## src/rtl/uart_tx_datapath.sv

```systemverilog
// UART transmit datapath: captures a parallel payload, serialises it LSB-first,
// forms the parity bit and drives the registered serial line under FSM control.
module uart_tx_datapath #(
    parameter int DATA_WIDTH = 8
) (
    input  logic                  clk,
    input  logic                  rst,
    input  logic [DATA_WIDTH-1:0] P_DATA,
    input  logic                  data_valid,
    input  logic                  PAR_TYP,
    input  logic                  ser_en,
    input  logic [1:0]            mux_sel,
    input  logic                  par_load,
    output logic                  ser_done,
    output logic                  TX_OUT
);

    localparam int              CW        = $clog2(DATA_WIDTH + 1);
    localparam logic [CW-1:0]   CNT_ZERO  = CW'(0);
    localparam logic [CW-1:0]   CNT_ONE   = CW'(1);
    localparam logic [CW-1:0]   CNT_LAST  = CW'(DATA_WIDTH);

    logic [DATA_WIDTH-1:0] data_d,  data_q;
    logic [DATA_WIDTH-1:0] shift_d, shift_q;
    logic [CW-1:0]         cnt_d,   cnt_q;
    logic                  par_d,   par_q;
    logic                  tx_d,    tx_q;

    function automatic logic parity_of(input logic [DATA_WIDTH-1:0] d, input logic odd);
        return (^d) ^ odd;
    endfunction

    // Next-state logic for the holding, counter, shift, parity and line registers
    always_comb begin
        data_d  = data_q;
        shift_d = shift_q;
        cnt_d   = cnt_q;
        par_d   = par_q;
        tx_d    = tx_q;

        // A payload strobe during a frame is dropped so the frame stays coherent.
        if (data_valid && !ser_en) begin
            data_d = P_DATA;
        end else begin
            data_d = data_q;
        end

        if (ser_en) begin
            cnt_d = cnt_q + CNT_ONE;
        end else begin
            cnt_d = CNT_ZERO;
        end

        // Shift register holds on abort; the next frame start reloads it.
        if (ser_en && (cnt_q == CNT_ZERO)) begin
            shift_d = data_q;
        end else if (ser_en) begin
            shift_d = shift_q >> 1;
        end else begin
            shift_d = shift_q;
        end

        if (par_load) begin
            par_d = parity_of(data_q, PAR_TYP);
        end else begin
            par_d = par_q;
        end

        case (mux_sel)
            2'd0:    tx_d = 1'b0;
            2'd1:    tx_d = 1'b1;
            2'd2:    tx_d = shift_q[0];
            2'd3:    tx_d = par_q;
            default: tx_d = 1'b1;
        endcase
    end

    // State registers; the line idles high out of reset
    always_ff @(posedge clk or negedge rst) begin
        if (!rst) begin
            data_q  <= '0;
            shift_q <= '0;
            cnt_q   <= CNT_ZERO;
            par_q   <= 1'b0;
            tx_q    <= 1'b1;
        end else begin
            data_q  <= data_d;
            shift_q <= shift_d;
            cnt_q   <= cnt_d;
            par_q   <= par_d;
            tx_q    <= tx_d;
        end
    end

    // Left combinational: the FSM consumes it in the same cycle to leave its data state.
    assign ser_done = ser_en & (cnt_q == CNT_LAST);
    assign TX_OUT   = tx_q;

endmodule

```

## config.mk

```make
export PLATFORM = sky130hd
export DESIGN_NAME = uart_tx_datapath
export DESIGN_NICKNAME = d
export VERILOG_FILES = /design/src/rtl/uart_tx_datapath.sv
export SDC_FILE = /design/constraint.sdc
export NUM_CORES = 1
export LEC_CHECK = 0
export CAP_MARGIN = 20
export CORE_UTILIZATION = 48
export CTS_CLUSTER_DIAMETER = 120
export DETAILED_ROUTE_END_ITERATION = 16
export GPL_ROUTABILITY_DRIVEN = 0
export PLACE_DENSITY = 0.85
export RECOVER_POWER = 25
export SLEW_MARGIN = 40
export SYNTH_ARGS = -nofsm -noshare
export SYNTH_HDL_FRONTEND = slang
export SYNTH_SLANG_ARGS = --single-unit
```

## constraint.sdc

```tcl
create_clock -name clk -period 2.1 [get_ports clk]
set_clock_uncertainty 0.05 [all_clocks]
set_input_delay 0.42 -clock clk [delete_from_list [all_inputs] [get_ports clk]]
set_output_delay 0.42 -clock clk [all_outputs]
set_load 0.01 [all_outputs]
```

# After elaboration in Yosys (flattened, before gate mapping)
# Cells that the tools add are included.
totals:
  ff_bits: 22
  input_bits: 16
  out_inout_bits: 2
  wordCells: 23
op_classes:
  n_addsub: 1
  n_eq_ne: 4
  muxes: 4
  n_bitwise: 2
  n_reduce_logical: 7
op_table:
  columns: ["operator", "count"]
  rows:
  - ["two-way mux 8 bit", 2]
  - ["XOR reduction 8 bit", 1]
  - ["adder 4 x 1 -> 4 bit, second input constant", 1]
  - ["equality test 2 bit, second input constant", 2]
  - ["equality test 4 bit, second input constant", 1]
  - ["logical NOT 4 bit", 1]
  - ["two-way mux 4 bit", 1]
  - ["case mux 1 bit (4 select lines)", 1]
  - ["equality test 2 x 1 -> 1 bit, second input constant", 1]
  - ["logical AND 1 bit", 2]
  - ["logical NOT 2 bit", 1]
  - ["nonzero test 2 bit", 1]
  - ["bitwise AND 1 bit", 1]
  - ["logical NOT 1 bit", 1]
  - ["bitwise XOR 1 bit", 1]

# Depth between registers and ports, before layout
depth:
  ltp_word: 3
  mapped_depth: 6
  mapped_depth_nobuf: 6

# Least setup slack after synthesis
# No wires, ideal clock.
synth_path:
  kind: "flip-flop to output port"
  from: "reg cnt_q[0]"
  to: "out ser_done"
  t_arrival_ps: 1003
  slack_ps: 627
  path_stages_with_launch: 5
  path_cell_list: "dfrtp_1 > inv_1 > ha_1 > nand2_1 > nor3b_1"
synth_via:
  elab_chain_cells: 2
synth_lines:
  columns: ["item", "line", "text"]
  rows:
  - ["start, declared", "25", "logic [CW-1:0] cnt_d, cnt_q;"]
  - ["start signal, assigned", "89", "cnt_q <= cnt_d;"]
  - ["equality test 4 bit", "96", "assign ser_done = ser_en & (cnt_q == CNT_LAST);"]
  - ["bitwise AND 1 bit", "96", null]
  - ["end, declared", "14", "output logic ser_done,"]
# Every way passes these cells.

# Worst setup path in the final report
# Ends and elaborated chain as after synthesis.

==> flow_summary.toml <==
[outcome]
outcome = "finished, final reports clean"

[final_layout]
fillers = 152
drive_above_1_share_pct = 17.0
area_growth_syn_to_layout_pct = 27.4
nets = 125
antennaDiodeCount = 0
final_cell_mix = "21 x dfrtp_1, 15 x clkdlybuf4s50_1, 8 x a21oi_1, 8 x mux2_2, 8 x mux2i_1"
final_common_cell = "dfrtp_1"

[cts]
cts.path.max_buffers = 2
path_clk_slew_ps = 110
clock_latency_ps = 300
cts_tree = "done"
postCtsSetupBuffers = 0
cts_made_buffers = 3
clock_sinks = 22
h-tree-depth = 1
cts_root_buf = "clkbuf_4"

[worst_hold_path]
hold_path_class = "flip-flop to flip-flop"
worst_hold_path.num_cells = 1

[run]
maxCapViolations = 0

[grt]
antenna_found_initial = 0
grt_pass1_wl_mm = 2.39
grt_max_degree = 23
grt_pass1_vias = 603
grt.total_usage_pct = 15.2
grt.overflow.total = 0

[route]
viasPerCell = 5.02
initialDrtViolationCount = 8
wl_per_cell_um = 12.0
drc_errors = 0
via_count = 668
antenna_left = 0
drt_first_pass_iters = 4
drt-total-wl_mm = 1.59

[floorplan]
die_h_um = 47.9
rows = 16
die_w_um = 47.9
io_pins = 18
start_util_pct = 51.1
die_area_um2 = 2300
core_um2 = 1980

[worst_setup_path]
critPathLaunchType = "flip-flop"
end_kind = "output pin"
crit_type = "flip-flop to output pin"
worst-endpoint-required_ps = 1630
cp.arrival_ps = 1480
reg2regPathDepth = 8
cp_max_fo = 4

[timing]
finalCriticalPeriod_ps = 1950
slew_headroom_pct = 24.2
fin_tns_setup_ps = 0
fmax_ghz = 0.513
drv_slew = 0
setup_viol = 0
fin_crit_sh_pct = 92.8
tightest_slew_ps = 1140
hold_viol = 0
rsz0062_at_grt = "false"

[synth]
synth-seq-cells = 22
synth.area.top_cells = "dfrtp_1 52%, mux2_2 8.9%, mux2i_1 7.9%, xnor2_1 4.3%, a21oi_1 4.0%"
netlist_area_um2 = 1010
yosys.area.top_type_share_pct = 51.9
yosysWarnings = 0
synth_nets = 101
yosys.area.top_type = "dfrtp_1"
syn_inst = 83
yosysUniqueCellTypes = 21
yosysSeqAreaShare_pct = 54.5
avgSynthCellArea_um2 = 12.2

[pwr]
p_total_mw = 1.12
leakagePower_nw = 0.560
vdd_drop_max_uv = 517
power.density_nw_per_um2 = 865

[place]
io_buffer_count = 17
hpwl_mm = 1.19
==> through the flow <==
step / instance area [um^2] / hold slack, ps / setup slack [ps] / std cells / util [%]
floorplan: 1010 / 74.4 / 627 / 83 / -
global placement: 1240 / 419 / -58.6 / 129 / 62.6
detailed placement: 1240 / 433 / -108 / 129 / 62.6
CTS: 1290 / 399 / 117 / 133 / 65.2
global route: 1290 / 468 / 8.17 / 133 / 65.1
finish: 1290 / 451 / 151 / 133 / 65.1
==> path summary, 6_finish.rpt <==
path | from | to | slack [ps]
max | cnt_q[0] | ser_done | 150
min reg2reg | cnt_q[0] | cnt_q[0] | 450
max reg2reg | cnt_q[0] | shift_q[0] | 500
min in group asynchronous | rst | cnt_q[2] | 790
max in group asynchronous | rst | shift_q[3] | 540
min | cnt_q[0] | cnt_q[0] | 450
==> flip-flops by register name, summed over array words and instances, names as in the netlist <==
name	cells
data_q	8
shift_q	8
cnt_q	4
TX_OUT	1
par_q	1
==> routing by layer <==
metal | GRT usage [%] | routed length, um | up-vias
li1 | - | - | 323
met3 | 3.40 | 50 | 5
met2 | 26.2 | 802 | 15
met4 | 6.67 | 25 | 0
met1 | 18.1 | 714 | 325
met5 | 0 | 0 | -
==> synthesized netlist by cell type <==
cell type	number
a21oi_1	8
a31oi_1	1
and2_1	3
buf_2	1
clkbuf_1	2
dfrtp_1	21
dfstp_2	1
ha_1	2
inv_1	4
mux2_2	8
mux2i_1	8
nand2_1	2
nand3_1	1
nor2_1	7
nor2b_1	2
nor3_4	1
nor3b_1	1
o21ai_0	1
xnor2_1	5
xnor3_1	1
xor2_1	3
==> power by group <==
part | total [mW] | internal, mW | leakage [nW] | switching [mW]
Combinational | 0.253 | 0.155 | 0.273 | 0.0983
Sequential | 0.545 | 0.498 | 0.259 | 0.0467
Clock | 0.317 | 0.193 | 0.0279 | 0.124
==> cells by family after synthesis <==
kind of cell	synth area share, %
AO/OA/AOI/OAI	5.07
XOR/XNOR	9.15
adder cells (fa/ha/maj)	2.47
buffers and inverters	2.72
flip-flops	54.5
multiplexers	16.8
AND/OR/NAND/NOR	9.27
==> final cells by class <==
type,instances,area [um^2],share of cell area (%)
clock inverters,1,30.0,2.33
clock buffers,3,22.5,1.75
repair buffers,22,204,15.8
well taps,27,33.8,2.62
flip-flops and latches,22,552,42.8
inverters,4,15.0,1.16
multi-input cells,54,433,33.6
==> critical path, stage by stage (launching register included) <==
cell             delay, ps
dfrtp_1                430
inv_1                   70
ha_1                   140
nand2_1                 70
nor3b_1                200
clkdlybuf4s15_1        260
==> what timing repair did <==
| item | in CTS | in global routing |
|---|---|---|
| pin swaps | 0 | 0 |
| hold buffers | 0 | 0 |
| gates resized for setup | 1 | 1 |
| endpoints found under the setup margin | 1 | 1 |
Note: power is estimated with default switching activity, not from simulation.
